File: config.mk
export PLATFORM = sky130hd
export DESIGN_NAME = mvau_inp_buf_ctrl
export DESIGN_NICKNAME = d
export VERILOG_FILES = /design/src/rtl/mvau_inp_buf_ctrl.sv
export SDC_FILE = /design/constraint.sdc
export NUM_CORES = 1
export LEC_CHECK = 0
export ABC_AREA = 0
export CAP_MARGIN = 20
export CELL_PAD_IN_SITES_DETAIL_PLACEMENT = 0
export CELL_PAD_IN_SITES_GLOBAL_PLACEMENT = 1
export CORE_MARGIN = 4
export CORE_UTILIZATION = 37
export CTS_CLUSTER_SIZE = 40
export DETAILED_ROUTE_END_ITERATION = 7
export PLACE_DENSITY_LB_ADDON = 0.1
export SYNTH_ARGS = -nofsm -noshare
export SYNTH_HDL_FRONTEND = slang
export SYNTH_SLANG_ARGS = --single-unit
File: constraint.sdc
create_clock -name clk -period 5.16 [get_ports clk]
set_input_delay 1.032 -clock clk [delete_from_list [all_inputs] [get_ports clk]]
set_output_delay 1.032 -clock clk [all_outputs]
set_load 0.02 [all_outputs]
File: src/rtl/mvau_inp_buf_ctrl.sv
// Sequencer for the MVAU input activation buffer: writes each input vector once during
// neuron fold 0 and replays it from the buffer for the remaining NF-1 neuron folds.
module mvau_inp_buf_ctrl #(
  parameter  int MatrixW  = 20,
  parameter  int MatrixH  = 20,
  parameter  int SIMD     = 2,
  parameter  int PE       = 2,
  localparam int SF       = MatrixW / SIMD,
  localparam int NF       = MatrixH / PE,
  localparam int BUF_ADDR = (SF > 1) ? $clog2(SF) : 1
) (
  input  logic                clk,
  input  logic                rst_n,
  input  logic                in_v,
  output logic                in_rdy,
  input  logic                out_rdy,
  output logic                out_v,
  output logic                wr_en,
  output logic                rd_en,
  output logic [BUF_ADDR-1:0] addr,
  output logic                sf_last,
  output logic                nf_last,
  output logic [1:0]          dbg_state
);

  localparam int NF_W = (NF > 1) ? $clog2(NF) : 1;
  localparam logic [BUF_ADDR-1:0] SF_MAX = BUF_ADDR'(SF - 1);
  localparam logic [NF_W-1:0]     NF_MAX = NF_W'(NF - 1);

  typedef enum logic [1:0] {
    IDLE  = 2'd0,
    WRITE = 2'd1,
    READ  = 2'd2
  } state_t;

  state_t              state;
  logic [BUF_ADDR-1:0] sf_cnt;
  logic [NF_W-1:0]     nf_cnt;
  logic                beat;

  // Handshake: a word moves on a cycle where its valid and the receiver's ready are both
  // high. In WRITE the input word is passed straight through, so in_rdy mirrors out_rdy
  // and out_v mirrors in_v; in READ the buffer is the source and out_v is held high.
  always_comb begin
    in_rdy  = 1'b0;
    out_v   = 1'b0;
    wr_en   = 1'b0;
    rd_en   = 1'b0;
    beat    = 1'b0;
    case (state)
      WRITE: begin
        in_rdy = out_rdy;
        out_v  = in_v;
        wr_en  = in_v & out_rdy;
        beat   = in_v & out_rdy;
      end
      READ: begin
        rd_en = 1'b1;
        out_v = 1'b1;
        beat  = out_rdy;
      end
      default: ;
    endcase
    addr    = sf_cnt;
    sf_last = out_v & (sf_cnt == SF_MAX);
    nf_last = out_v & (nf_cnt == NF_MAX);
  end

  assign dbg_state = state;

  always_ff @(posedge clk or negedge rst_n) begin
    if (!rst_n) begin
      state  <= IDLE;
      sf_cnt <= '0;
      nf_cnt <= '0;
    end else begin
      case (state)
        IDLE: state <= WRITE;
        WRITE, READ: begin
          if (beat) begin
            if (sf_cnt == SF_MAX) begin
              sf_cnt <= '0;
              nf_cnt <= (nf_cnt == NF_MAX) ? '0 : nf_cnt + 1'b1;
              // Last synapse fold closes a neuron fold; the final one returns to WRITE.
              if (state == WRITE) state <= (NF > 1) ? READ : WRITE;
              else                state <= (nf_cnt == NF_MAX) ? WRITE : READ;
            end else begin
              sf_cnt <= sf_cnt + 1'b1;
            end
          end
        end
        default: state <= IDLE;
      endcase
    end
  end

endmodule
==> results of run 1 <==
==> cells by family (layout without fill, tap and decap cells) <==
| logic type | count (synthesis) | after routing |
|---|---|---|
| DFF | 10 | 10 |
| xor gates and xnor gates | 4 | 4 |
| adders and majority gates | 4 | 4 |
| AOI/OAI and AO/OA | 9 | 9 |
| buffers and inverters | 7 | 25 |
| and+or+nand+nor | 23 | 23 |
| muxes | 3 | 3 |
==> how the worst max path moves through the flow <==
| stage | startpoint | endpoint | slack, ns | cells past startpoint |
|---|---|---|---|---|
| final | in_v | nf_last | 1.65 | 5 |
| after global routing | in_v | nf_last | 1.60 | 5 |
| after CTS | in_v | nf_last | 1.64 | 5 |
| after detailed placement | in_v | nf_last | 1.65 | 5 |
| after global placement | in_v | nf_last | 1.67 | 5 |
| after floorplan | in_v | nf_last | 2.58 | 3 |
==> final cells by class <==
class                      instances  area share, %
tap                               16           2.49
clock buffer                       4           4.51
timing repair buffer              15           18.7
inverter                           6           2.80
sequential                        10           31.1
multi-input combinational         43           40.4
==> sequential cells by signal (all words and copies together) (netlist names) <==
register	cells
dbg_state	2
addr	4
nf_cnt	4
==> per-stage QoR <==
| step | utilization, % | hold slack (ns) | setup slack [ns] |
|---|---|---|---|
| 3_5_place_dp | 50.4 | 0.494 | 1.65 |
| 2_1_floorplan | - | 0.467 | 2.58 |
| 6_report | 52.8 | 0.503 | 1.65 |
| 3_3_place_gp | 50.4 | 0.489 | 1.67 |
| 4_1_cts | 52.8 | 0.508 | 1.64 |
| 5_1_grt | 52.8 | 0.516 | 1.60 |
==> report_power, final <==
part           internal, µW  switching, µW  leakage [µW]  total [µW]
clock                  42.7           24.3     0.0000210        67.0
sequential              107           37.6      0.000129         145
combinational           111            107      0.000217         218
==> per-layer routing <==
metal,wire [µm],vias to the layer above,GRT usage [%]
met5,0,-,0
met4,12,0,4.04
met3,80,2,3.37
met2,458,14,15.2
met1,592,219,13.3
li1,-,249,-
==> cells in the final DEF, fill, tap and decap left out <==
cell type        Yosys  layout
o21ai_0              1       1
nand4_1              1       1
and3_1               3       3
or3b_2               1       1
inv_1                6       6
o311ai_0             1       1
clkbuf_8             0       1
o2111ai_1            1       1
nand2_1              4       4
a22o_1               1       1
a41o_1               1       1
a21oi_1              1       1
nor2b_1              2       2
mux2_1               1       1
o22ai_1              1       1
xnor2_1              3       3
clkdlybuf4s50_1      0      15
o32ai_1              1       1
and3_4               1       1
clkbuf_4             0       3
nor2_1               4       4
dfrtp_1             10      10
a21o_2               1       1
and4bb_2             1       1
xor2_1               1       1
ha_1                 4       4
mux2_2               2       2
nand3b_1             2       2
nand3_1              3       3
and2_1               1       1
==> critical path: stages <==
cell	delay [ns]
clkdlybuf4s50_1	0.47
a21o_2	0.17
nand2_1	0.08
nor2_1	0.11
clkdlybuf4s50_1	0.61
==> flow_summary_export.csv, run 1 <==
group,metric,value,unit
yosys,yosysUniqueCellTypes,28,
timing,min_period,3.51,ns
clock_tree,post-cts-setup-buffers,0,
timing,fin_crit_sh,68.0,%
routing,via_per_inst,5.15,
power_and_ir_drop,leakagePower,0.000366,µW
timing,finalHoldViolations,0,
power_and_ir_drop,p_total,430,µW
clock_tree,cts_resized,0,
place,dpl.cell_count,90,
setup_path,worstReg2RegStart,"dbg_state[1]",
yosys,synthMuxAreaShare,5.54,%
setup_path,critPathArrivalTime,2.47,ns
floorplanning,start_util,40.0,%
layout,n_antenna_cell,0,
grt,grt_max_degree,11,
setup_path,critPathMaxFanout,6,
layout,multi_input_area,325,µm²
routing,firstDrtPassIters,2,
power_and_ir_drop,vdd_drop_max,0.268,mV
yosys,synth_top_family_by_area,"simple AND/OR/NAND/NOR gates",
power_and_ir_drop,power_density,535,nW/µm²
routing,num_vias,484,
timing,tightest_slew,0.450,ns
layout,layout.nets,87,
timing,rsz0062_at_grt,"no",
layout,final.fill_count,152,
grt,antenna_found_initial,0,
yosys,synth.most_common_cell,"dfrtp_1",
routing,drc_errors,0,
worst_hold_path,min_to,"nf_cnt[2]",
yosys,synth-adder-area-share,8.21,%
layout,finalNonFillerCells,94,
worst_hold_path,hold_path.startpoint,"nf_cnt[2]",
setup_path,critPathRequiredTime,4.13,ns
clock_tree,cts_max_path_buffers,2,
place,placedInstanceArea,768,µm²
yosys,syn_area_per_cell,10.2,µm²
worst_hold_path,hp-class,"reg2reg",
yosys,synth_fp_nets,68,
setup_path,timing.rr.end,"nf_cnt[3]",
grt,track_usage,10.1,%
floorplanning,pin_count,16,
yosys,synth-seq-area-share,41.1,%
grt,globalRouteOverflowTotal,0,
yosys,synthXorXnorAreaFrac,5.75,%
routing,wirelength,1140,µm
yosys,syn-cell-area,609,µm²
floorplanning,chipHeight,48.6,µm
place,post-dp-hpwl,892,µm
grt,grt_pass1_vias,441,
layout,stdcell_area,805,µm²
timing,slew_viol_final,0,
layout,register_area,250,µm²
clock_tree,root_buffer,"clkbuf_4",
yosys,synth_compound_area_share,11.5,%
yosys,async_flop_share,100,%
routing,drt_iter0_drc,8,
yosys,synth_top_area_share,41.1,%
yosys,netlist_top_cells_count,"dfrtp_1 (10), inv_1 (6), ha_1 (4), nand2_1 (4), nor2_1 (4)",
setup_path,crit_path_start_kind,"input pin",
timing,skew,0.00144,ns
timing,max_freq,0.285,GHz
run,drv_cap,0,
setup_path,endpoint_kind,"output port",
place,numPortBuffers,15,
floorplanning,die_width,48.6,µm
clock_tree,tritoncts,"done",
routing,drtAntennaViolNets,0,
yosys,syn_inst,60,
clock_tree,clk_pin_slew_worst_paths,0.06,ns
yosys,yosys_warnings,0,
clock_tree,cts_sinks,10,
floorplanning,num_rows,14,
setup_path,reg2reg_depth,6,
yosys,synth_edf_count,0,
yosys,ys.flop_type,"dfrtp_1",
setup_path,path_class,"in2out",
yosys,yosysTopAreaCell,"dfrtp_1",
routing,drt-wirelength-per-cell,12.2,µm
timing,tns,0,ns
clock_tree,clkLatencyLatePin,0.25,ns
floorplanning,dieArea,2360,µm²
status,status,"complete, no violations",
timing,max-slew-margin-rel,69.9,%
setup_path,reg2reg_slack,3.43,ns
yosys,synthSimpleGateAreaFrac,22.4,%
clock_tree,htreeDepth,1,
yosys,yosys-top-cells-area,"dfrtp_1 (41%), ha_1 (8.2%), xnor2_1 (4.3%), inv_1 (3.7%), mux2_2 (3.7%)",
yosys,ys_ff_latch,10,
clock_tree,numCtsBuffers,3,
grt,grt_pass1_wl,1940,µm
clock_tree,cts_hold_buf,0,
floorplanning,coreArea,1520,µm²
place,place_congestion,0.693,
timing,final-setup-viol-count,0,
layout,drive_above_1_share,12.8,%
layout,area_growth,32.0,%
worst_hold_path,hold_depth,1,
Note: power is estimated with default switching activity, not from simulation.
==> run 2, diff against run 1 <==
--- a/config.mk
+++ b/config.mk
@@ -10,7 +10,7 @@
 export CELL_PAD_IN_SITES_DETAIL_PLACEMENT = 0
 export CELL_PAD_IN_SITES_GLOBAL_PLACEMENT = 1
 export CORE_MARGIN = 4
-export CORE_UTILIZATION = 37
+export CORE_UTILIZATION = 35
 export CTS_CLUSTER_SIZE = 40
 export DETAILED_ROUTE_END_ITERATION = 7
 export PLACE_DENSITY_LB_ADDON = 0.1
==> constraint.sdc (replaced) <==
create_clock -name clk -period 3.5 [get_ports clk]
set_input_delay 0.7 -clock clk [delete_from_list [all_inputs] [get_ports clk]]
set_output_delay 0.7 -clock clk [all_outputs]
set_load 0.02 [all_outputs]
==> run 2 against run 1 <==
Compared with the run above:
- critical path depth unchanged
- register-to-register slack worse by 1.7 ns
- sequential power is 48% higher
- cell count did not move
- first-iteration DRC count decreased by 38%
- worst hold slack got worse by 0.0041 ns
- clock power is 51% higher
- global-route usage up 0.85 points
- highest routed layer unchanged
- largest cell class unchanged
- critical path type unchanged
- core utilization is 1.8 points lower
- die area rose by 4.8%
- routed wire length rose by 5.2%
- count of clock-buffer cells in the layout did not move
==> flow_summary_export.csv, run 2 (same netlist as run 1, synthesis figures left out) <==
group,metric,value,unit
routing,drc_errors,0,
layout,drive_above_1_share,12.8,%
timing,fin_crit_sh,81.2,%
clock_tree,root_buffer,"clkbuf_4",
timing,rsz0062_at_grt,"no",
grt,grt_pass1_vias,480,
routing,drt_iter0_drc,5,
layout,n_antenna_cell,0,
worst_hold_path,hp-class,"reg2reg",
timing,slew_viol_final,0,
floorplanning,dieArea,2470,µm²
power_and_ir_drop,power_frac_seq,33.7,%
power_and_ir_drop,power_density,791,nW/µm²
timing,min_period,2.84,ns
place,numPortBuffers,15,
clock_tree,numCtsBuffers,3,
floorplanning,die_width,49.7,µm
grt,track_usage,11.0,%
setup_path,endpoint_kind,"output port",
timing,skew,0.00330,ns
layout,stdcell_area,805,µm²
power_and_ir_drop,netSwitchingFraction,39.5,%
timing,finalHoldViolations,0,
power_and_ir_drop,vdd_drop_max,0.321,mV
status,status,"complete, no violations",
floorplanning,num_rows,14,
setup_path,crit_path_start_kind,"input pin",
routing,wl_met1,559,µm
place,post-dp-hpwl,931,µm
power_and_ir_drop,leakagePower,0.000366,µW
clock_tree,cts_resized,0,
clock_tree,clkLatencyLatePin,0.26,ns
layout,layout_common_cells,"clkdlybuf4s50_1 (15), dfrtp_1 (10), inv_1 (6)",
routing,num_vias,495,
run,drv_cap,0,
place,placedInstanceArea,768,µm²
clock_tree,htreeDepth,1,
floorplanning,pin_count,16,
setup_path,critPathRequiredTime,2.80,ns
routing,drtAntennaViolNets,0,
clock_tree,tritoncts,"done",
power_and_ir_drop,p_int,385,µW
power_and_ir_drop,p_switching,251,µW
floorplanning,start_util,38.7,%
routing,via_per_inst,5.27,
clock_tree,post-cts-setup-buffers,0,
grt,antenna_found_initial,0,
clock_tree,cts_max_path_buffers,2,
clock_tree,clk_pin_slew_worst_paths,0.06,ns
layout,final_common_cell,"clkdlybuf4s50_1",
timing,tightest_slew,0.428,ns
clock_tree,cts_sinks,10,
setup_path,critPathMaxFanout,6,
grt,grt_max_degree,11,
power_and_ir_drop,comb_power_share,50.5,%
timing,final-setup-viol-count,0,
routing,drt-wirelength-per-cell,12.8,µm
layout,final.fill_count,144,
setup_path,critPathArrivalTime,2.14,ns
place,place_congestion,0.675,
floorplanning,chipHeight,49.7,µm
layout,area_growth,32.0,%
clock_tree,cts_hold_buf,0,
layout,register_area,250,µm²
grt,grt_pass1_wl,2130,µm
routing,top_layer_used,"met4",
timing,max_freq,0.352,GHz
setup_path,path_class,"in2out",
routing,wl_met3,106,µm
floorplanning,coreArea,1580,µm²
layout,multi_input_area,325,µm²
routing,route.met2.wl,529,µm
power_and_ir_drop,power.share.clock,15.8,%
timing,max-slew-margin-rel,71.4,%
timing,tns,0,ns
routing,firstDrtPassIters,3,
routing,wirelength,1200,µm
layout,layout.nets,87,
grt,globalRouteOverflowTotal,0,
==> run 2: layout make-up <==
| cell class | count | share of cell area (%) |
|---|---|---|
| multi-input cells | 43 | 40.4 |
| inverters | 6 | 2.80 |
| repair buffers | 15 | 18.7 |
| well taps | 16 | 2.49 |
| clock buffers | 4 | 4.51 |
| flip-flops and latches | 10 | 31.1 |
==> run 2: power groups by stage <==
stage	clock network [µW]	registers (µW)	logic [µW]
floorplan	0	242	175
global placement	0	214	323
detailed placement	0	216	324
finish	101	214	321
global route	114	223	354
CTS	104	214	326
==> run 2: through the flow <==
step	util, %	hold slack, ns	power [µW]	setup slack (ns)	cells
2_1_floorplan	-	0.404	417	1.41	60
6_report	51.0	0.499	636	0.657	94
4_1_cts	51.0	0.506	645	0.654	94
5_1_grt	51.0	0.528	691	0.589	94
3_5_place_dp	48.7	0.492	540	0.659	90
3_3_place_gp	48.7	0.491	537	0.677	90
==> run 2: worst max-delay path: stages <==
cell and delay (ns):
clkdlybuf4s50_1 0.47, a21o_2 0.18, nand2_1 0.08, nor2_1 0.11, clkdlybuf4s50_1 0.61
==> run 2: path summary, 6_finish.rpt <==
kind / from / endpoint / slack [ns] / depth (start not counted)
setup / recovery: in_v / nf_last / 0.66 / 5
max in group asynchronous: rst_n / nf_cnt[3] / 2.46 / 1
min in group asynchronous: rst_n / dbg_state[1] / 0.74 / 1
hold reg to reg: nf_cnt[2] / nf_cnt[2] / 0.50 / 1
setup reg to reg: dbg_state[1] / nf_cnt[3] / 1.75 / 6
hold / removal: nf_cnt[2] / nf_cnt[2] / 0.50 / 1
==> run 2: layer usage <==
metal / GRT usage (%) / vias up
met5: 0 / -
met4: 4.15 / 0
met3: 4.82 / 2
met2: 16.7 / 15
met1: 13.6 / 229
li1: - / 249
==> run 3, diff against run 2 <==
--- a/config.mk
+++ b/config.mk
@@ -9,8 +9,9 @@
 export CAP_MARGIN = 20
 export CELL_PAD_IN_SITES_DETAIL_PLACEMENT = 0
 export CELL_PAD_IN_SITES_GLOBAL_PLACEMENT = 1
+export CORE_ASPECT_RATIO = 1.5
 export CORE_MARGIN = 4
-export CORE_UTILIZATION = 35
+export CORE_UTILIZATION = 31
 export CTS_CLUSTER_SIZE = 40
 export DETAILED_ROUTE_END_ITERATION = 7
 export PLACE_DENSITY_LB_ADDON = 0.1
==> constraint.sdc (replaced) <==
create_clock -name clk -period 2.5 [get_ports clk]
set_input_delay 0.5 -clock clk [delete_from_list [all_inputs] [get_ports clk]]
set_output_delay 0.5 -clock clk [all_outputs]
set_load 0.02 [all_outputs]
==> run 3 against run 2 <==
Compared with the run above:
- via count rose by 1.4%
- setup slack got worse by 0.46 ns
- highest routed layer unchanged
- sequential power rose by 42%
- non-clock buffer count increased by 1
- count of clock-buffer cells in the layout decreased by 1
- clock skew is 0.0022 ns lower
- sequential share of layout area fell by 0.14 points
==> flow_summary_export.csv, run 3 (same netlist as run 1, synthesis figures left out) <==
group,metric,value,unit
status,status,"complete, no violations",
routing,num_vias,502,
timing,tightest_slew,0.462,ns
timing,finalHoldViolations,0,
timing,skew,0.00110,ns
worst_hold_path,min_to,"nf_cnt[2]",
layout,layout.nets,88,
setup_path,slowest_stage,"clkdlybuf4s50_1",
timing,hold_ws,0.505,ns
clock_tree,clkLatencyLatePin,0.26,ns
routing,drt_iter0_drc,6,
worst_hold_path,hold_path.startpoint,"nf_cnt[2]",
setup_path,reg2reg_depth,7,
layout,layout_common_cells,"clkdlybuf4s50_1 (12), dfrtp_1 (10), inv_1 (6)",
clock_tree,numCtsBuffers,3,
clock_tree,clk_pin_slew_worst_paths,0.06,ns
run,drv_cap,0,
routing,drc_errors,0,
setup_path,reg2reg_slack,0.63,ns
clock_tree,root_buffer,"clkbuf_4",
power_and_ir_drop,p_int,513,µW
setup_path,worstReg2RegStart,"dbg_state[1]",
layout,drive_above_1_share,12.8,%
setup_path,critPathRequiredTime,2.00,ns
place,post-dp-hpwl,1040,µm
routing,via_per_inst,5.07,
floorplanning,num_rows,19,
setup_path,critPathMaxFanout,5,
floorplanning,die_width,44.2,µm
setup_path,endpoint_kind,"output port",
setup_path,timing.rr.end,"nf_cnt[3]",
setup_path,worstPathCellList,"clkdlybuf4s50_1 > and3_1 > clkdlybuf4s50_1",
grt,grt_max_degree,11,
power_and_ir_drop,vdd_drop_max,0.494,mV
power_and_ir_drop,power_frac_seq,35.0,%
clock_tree,htreeDepth,1,
worst_hold_path,hold_depth,1,
grt,grt_pass1_vias,547,
floorplanning,dieArea,2750,µm²
layout,n_antenna_cell,0,
floorplanning,chipHeight,62.3,µm
timing,max_freq,0.434,GHz
layout,final_common_cell,"clkdlybuf4s50_1",
layout,final_util,43.6,%
clock_tree,cts_hold_buf,0,
setup_path,path_class,"in2out",
grt,antenna_found_initial,0,
power_and_ir_drop,power_density,1070,nW/µm²
routing,firstDrtPassIters,4,
power_and_ir_drop,netSwitchingFraction,40.8,%
timing,final-setup-viol-count,0,
power_and_ir_drop,comb_power_share,52.7,%
clock_tree,post-cts-setup-buffers,0,
power_and_ir_drop,power.share.clock,12.3,%
timing,min_period,2.31,ns
power_and_ir_drop,leakagePower,0.000404,µW
clock_tree,cts_sinks,10,
setup_path,cpMostUsedCell,"clkdlybuf4s50_1",
routing,wirelength,1300,µm
floorplanning,start_util,32.9,%
timing,fin_crit_sh,92.2,%
clock_tree,tritoncts,"done",
worst_hold_path,hp-class,"reg2reg",
setup_path,critPathArrivalTime,1.81,ns
routing,drtAntennaViolNets,0,
layout,area_growth,32.6,%
timing,rsz0062_at_grt,"no",
routing,drt-wirelength-per-cell,13.2,µm
place,numPortBuffers,15,
setup_path,crit_path_start_kind,"input pin",
clock_tree,cts_max_path_buffers,2,
power_and_ir_drop,p_switching,354,µW
grt,track_usage,11.5,%
grt,globalRouteOverflowTotal,0,
setup_path,slowest_delay,0.59,ns
floorplanning,pin_count,16,
timing,max-slew-margin-rel,69.1,%
place,place_congestion,0.724,
timing,tns,0,ns
floorplanning,coreArea,1850,µm²
timing,slew_viol_final,0,
grt,grt_pass1_wl,2380,µm
-- run 3: cell count changes in the layout (fill, tap and decap cells not counted), sizes merged --
cell,previous run,this run
buf,0,1
clkbuf,4,3
clkdlybuf4s50,15,12
dlygate4sd2,0,1
dlymetal6s2s,0,2
-- run 3: cell type report --
class                      instances  area, µm²
timing repair buffer              16        161
tap                               21       26.3
sequential                        10        250
clock buffer                       3       22.5
multi-input combinational         43        325
inverter                           6       22.5
fill                             198       1050
-- run 3: routing by layer --
metal  vias to the layer above  share of wire (%)  track usage (%)
li1                        249                  -                -
met1                       236                 40             11.5
met2                        13                 53             20.1
met3                         4                4.6             2.89
met4                         0                2.4             6.79
met5                         -                  0                0
-- run 3: power groups by stage --
stage | logic, µW | clock network (µW) | registers (µW)
after floorplan | 245 | 0 | 339
after global routing | 504 | 120 | 317
final | 457 | 106 | 303
after detailed placement | 467 | 0 | 306
after CTS | 468 | 111 | 305
after global placement | 467 | 0 | 305
-- run 3: how the worst max path moves through the flow --
stage                      start        end  slack [ns]  cells after the start
floorplan           dbg_state[0]  nf_cnt[3]        0.56                      7
global placement            in_v    nf_last        0.11                      5
detailed placement          in_v    nf_last        0.11                      5
CTS                 dbg_state[1]    sf_last        0.03                      5
global route        dbg_state[1]      wr_en        0.09                      4
finish                   out_rdy      wr_en        0.19                      3
-- run 3: metrics by stage --
step / instance area, µm² / worst slack [ns] / instances / total power [µW]
2_1_floorplan: 609 / 0.555 / 60 / 584
3_3_place_gp: 782 / 0.107 / 96 / 772
3_5_place_dp: 782 / 0.108 / 96 / 773
4_1_cts: 803 / 0.0336 / 99 / 884
5_1_grt: 808 / 0.0917 / 99 / 940
6_report: 808 / 0.194 / 99 / 866
-- run 3: worst max-delay path, delay by kind of cell --
kind | cells | cell delay (ns)
and+or+nand+nor | 1 | 0.17
buffers and inverters | 2 | 1.13
-- run 3: repair_timing --
action                                  4_1_cts  5_1_grt
endpoints found under the setup margin        1        2
pin swaps                                     0        0
resized for setup                             1        2
==> patch 1 (settings of run 1) <==
The parameter `MatrixW` goes from 20 to 40.
--- a/src/rtl/mvau_inp_buf_ctrl.sv
+++ b/src/rtl/mvau_inp_buf_ctrl.sv
@@ -3,3 +3,3 @@
 module mvau_inp_buf_ctrl #(
-  parameter  int MatrixW  = 20,
+  parameter  int MatrixW  = 40,
   parameter  int MatrixH  = 20,
Ports: changed (resized addr); port bits go from 16 to 17. The function was not compared with the original's and may differ.
==> patch 1 against run 1 <==
- total power rose by 4.3%
- wire length rose by 22%
- worst setup slack got worse by 0.23 ns
- design area rose by 15%
- synthesized area rose by 16%
- synthesized cell count rose by 22%
- sequential cell count rose by 1
- utilization fell by 0.38 points
- critical path type unchanged
- critical endpoint unchanged
- highest routed layer unchanged
==> patch 1: results (changes against run 1) <==
[detailed_routing]
dr_total_vias=583  ; was 484
wirelength_microns=1390  ; was 1140 microns
wl_met1_microns=690  ; was 592 microns
routed-wl-met2_microns=571  ; was 458 microns
met3_length_microns=93  ; was 80 microns

[grt]
use_met2_pct=16.5  ; was 15.2%
grtUsageMet1_pct=17.1  ; was 13.3%
first_global_vias=522  ; was 441
grt.met3_usage_pct=2.01  ; was 3.37%
grt_max_degree=12  ; was 11
grt_pass1_wl_microns=2390  ; was 1940 microns
grt_use_total_pct=12.0  ; was 10.1%

[synthesis]
async_flop_share_pct=100  ; unchanged
synth_common_cells=dfrtp_1, nand2_1, ha_1, inv_1  ; was dfrtp_1, inv_1, ha_1, nand2_1, nor2_1
synth_warnings=0  ; unchanged
postSynthCellCount=73  ; was 60
ys_top_cells_by_area=dfrtp_1, ha_1, nand2_1, a21o_1, inv_1  ; was dfrtp_1, ha_1, xnor2_1, inv_1, mux2_2

[sta]
slew_headroom_pct=65.7  ; was 69.9%
skew_ns=0.00470  ; was 0.00144 ns
min_period_over_period_pct=72.3  ; was 68.0%

[place]
io_buffers=16  ; was 15
place_ws_ns=1.42  ; was 1.65 ns
dp.cells=114  ; was 90
hpwl_microns=1060  ; was 892 microns

[setup_path]
worst_ep_arrival_time_ns=2.70  ; was 2.47 ns
critPathMaxStageDelay_ns=0.66  ; was 0.61 ns
timing.rr.end=addr[2]$_DFFE_PN0P_  ; was nf_cnt[3]$_DFFE_PN0P_
worstPathMaxFanout=3  ; was 6

[min_path]
worstHoldPathType=reg2reg  ; unchanged

[clock_tree]
hold_buffers=0  ; unchanged
clk_latency_ns=0.28  ; was 0.25 ns

[final_layout]
fillerInstances=184  ; was 152
drive_gt1_share_pct=7.53  ; was 12.8%
layout.nets=104  ; was 87

[run_status]
status=completed  ; unchanged

[pwr]
leakage_nw=0.424  ; was 0.366 nW
power.net_switching_w=0.000190  ; was 0.000169 W

==> patch 1: cell types whose count changed in the layout (fill, tap and decap cells not counted), moves of 2 or more <==
cell	before	now
and2_1	1	3
nand2b_1	0	2
nor3_1	0	2
nand2_1	4	10
ha_1	4	6
nor2b_1	2	0
o21ai_1	0	3
mux2_2	2	0
a21o_1	0	3
==> patch 1: per-stage QoR <==
stage               util [%]  area (sq um)  hold slack (ns)
floorplan                  -           707            0.475
global placement        50.9           898            0.513
detailed placement      50.9           898            0.517
CTS                     52.4           925            0.535
global route            52.4           925            0.556
finish                  52.4           925            0.535
==> patch 1: worst reg2reg max path, cell delays in order, from the launching register on <==
cell and delay [ns]:
dfrtp_1 0.41, inv_1 0.13, ha_1 0.21, a21o_1 0.24, and4_1 0.27, mux2_1 0.33
==> patch 1: kinds of logic (layout without fill, tap and decap cells) <==
family	after synthesis	count (layout)	synth area share, %
and+or+nand+nor	35	35	31.5
DFF	11	11	38.9
AOI/OAI and AO/OA	10	10	9.03
adders and majority gates	6	6	10.6
buffers and inverters	6	26	3.19
xor gates and xnor gates	3	3	3.72
muxes	2	2	3.01
==> patch 1: final cells by class <==
class	count	area, sq um	share of cell area (%)
Clock buffer	4	26.3	2.84
Sequential cell	11	275	29.8
Tap cell	25	31.3	3.38
Timing Repair Buffer	16	160	17.3
Inverter	6	22.5	2.44
Multi-Input combinational cell	56	409	44.2
==> patch 1: power groups by stage <==
stage / Sequential (W) / Clock (W) / Combinational, W
floorplan: 0.000172 / 0 / 0.000127
global placement: 0.000152 / 0 / 0.000239
global route: 0.000156 / 0.0000656 / 0.000264
finish: 0.000150 / 0.0000611 / 0.000237
detailed placement: 0.000152 / 0 / 0.000239
CTS: 0.000150 / 0.0000617 / 0.000241
==> patch 2 (flow settings as in run 1) <==
Made on the original files. Reset style: synchronous (`rst_n`), changed in one clocked block.
--- a/src/rtl/mvau_inp_buf_ctrl.sv
+++ b/src/rtl/mvau_inp_buf_ctrl.sv
@@ -70,3 +70,3 @@
 
-  always_ff @(posedge clk or negedge rst_n) begin
+  always_ff @(posedge clk) begin
     if (!rst_n) begin
Formal check against the unedited RTL: differs if rst_n is asserted again (counterexample within 4 cycles, from zero or initial values and one cycle with rst_n low); with rst_n held inactive, the same outputs for 10 cycles.
==> patch 2 against run 1 <==
- design area grew 1.4%
- die area did not move
- via count up 13%
- critical path depth stayed put
- wire length increased by 14%
- critical endpoint is now sf_last
- synthesized area did not move
- sequential cell count did not move
- worst setup slack better by 0.017 ns
Power is not compared: it rests on default switching activity, and its combinational part moved more than twofold at a synthesized area within 25%.
==> patch 2: results (changes against run 1) <==
[synthesis]
syn_nets=79  ; was 68
synth_common_cells=dfxtp_1, a21oi_1, nand2_1, nor2_1, inv_1  ; was dfrtp_1, inv_1, ha_1, nand2_1, nor2_1
ys_top_cells_by_area=dfxtp_1, ha_1, a21oi_1, nand4bb_4, xnor2_1  ; was dfrtp_1, ha_1, xnor2_1, inv_1, mux2_2
ys_seq_area_share_pct=32.9  ; was 41.1%
async_flop_share_pct=0  ; was 100%
ys_types=30  ; was 28
yosysTopAreaCellShare_pct=32.9  ; was 41.1%

[final_layout]
drive_gt1_share_pct=8.89  ; was 12.8%
fillerInstances=159  ; was 152
layout.nets=99  ; was 87

[pwr]
power.internal_w=0.000141
vdd_drop_max_mv=0.127
pg_comb_w=0.0000437
leakage_nw=0.283
clockPowerShare_pct=36.0

[min_path]
worstHoldEndpoint=dbg_state[1]$_SDFFE_PN0P_  ; was nf_cnt[2]$_DFFE_PN0P_
hp-start=dbg_state[1]$_SDFFE_PN0P_  ; was nf_cnt[2]$_DFFE_PN0P_
hold_depth=2  ; was 1
worstHoldPathType=reg2reg  ; unchanged

[sta]
hold_ws_ns=0.513  ; was 0.503 ns
skew_ns=0.00622  ; was 0.00144 ns
slew_headroom_pct=64.4  ; was 69.9%

[setup_path]
worst_ep_arrival_time_ns=2.46
crit_path_end=sf_last  ; was nf_last
worstPathMaxFanout=3  ; was 6
r2r_start=dbg_state[0]$_SDFFE_PN0P_  ; was dbg_state[1]$_DFFE_PN0P_
cp-startpoint=in_v  ; unchanged
timing.rr.end=nf_cnt[1]$_SDFFE_PN0P_  ; was nf_cnt[3]$_DFFE_PN0P_
reg2reg_setup_slack_ns=3.14  ; was 3.43 ns

[grt]
grt_use_total_pct=11.3  ; was 10.1%
grt_pass1_wl_microns=2190  ; was 1940 microns
grt_max_degree=11  ; unchanged
first_global_vias=470  ; was 441
antenna_found_initial=0  ; unchanged

[detailed_routing]
drt-pass1-iter-count=4  ; was 2
via_per_inst=5.14  ; was 5.15
drt-initial-drc-count=13  ; was 8
post_drt_wl_per_cell_microns=12.3  ; was 12.2 microns

[place]
hpwl_microns=994  ; was 892 microns
gp_congestion=0.682  ; was 0.693

[clock_tree]
htree_levels=1  ; unchanged
cts_buffer_depth=2  ; unchanged
post_cts_buffers=0  ; unchanged
clk_latency_ns=0.27  ; was 0.25 ns
cts_root_buffer=clkbuf_4  ; unchanged
clk_pin_slew_worst_paths_ns=0.06  ; about the same

[run_status]
status=completed  ; unchanged

## patch 2: final cells by class
type,count,area share [%]
multi-input cells,55,47.4
well taps,16,2.45
flip-flops and latches,10,24.5
inverters,6,2.76
clock buffers,4,4.45
repair buffers,15,18.4
## patch 2: stage by stage
stage / setup WS (ns) / total power (W) / utilization, % / std cells / area, sq um
2_1_floorplan: 2.61 / 0.000111 / - / 71 / 609
3_3_place_gp: 1.68 / 0.000129 / 51.1 / 102 / 779
3_5_place_dp: 1.68 / 0.000129 / 51.1 / 102 / 779
4_1_cts: 1.67 / 0.000200 / 53.5 / 106 / 816
5_1_grt: 1.57 / 0.000207 / 53.5 / 106 / 816
6_report: 1.67 / 0.000198 / 53.5 / 106 / 816
## patch 2: worst max-delay path: stages
cell	delay [ns]
clkdlybuf4s50_1	0.49
a21o_1	0.14
nand2_1	0.08
nor2_1	0.11
clkdlybuf4s50_1	0.61
## patch 2: routing by layer
| layer | wire length (microns) | global-route usage [%] | vias to the layer above |
|---|---|---|---|
| li1 | - | - | 291 |
| met3 | 64 | 1.84 | 2 |
| met4 | 9 | 5.38 | 0 |
| met5 | 0 | 0 | - |
| met1 | 650 | 15.6 | 237 |
| met2 | 577 | 17.0 | 15 |
## patch 2: kinds of logic after synthesis
| kind of cell | count (synthesis) | synth area share, % |
|---|---|---|
| and+or+nand+nor | 32 | 34.7 |
| AOI/OAI and AO/OA | 16 | 16.2 |
| DFF | 10 | 32.9 |
| buffers and inverters | 6 | 3.70 |
| adders and majority gates | 4 | 8.21 |
| xor gates and xnor gates | 3 | 4.31 |
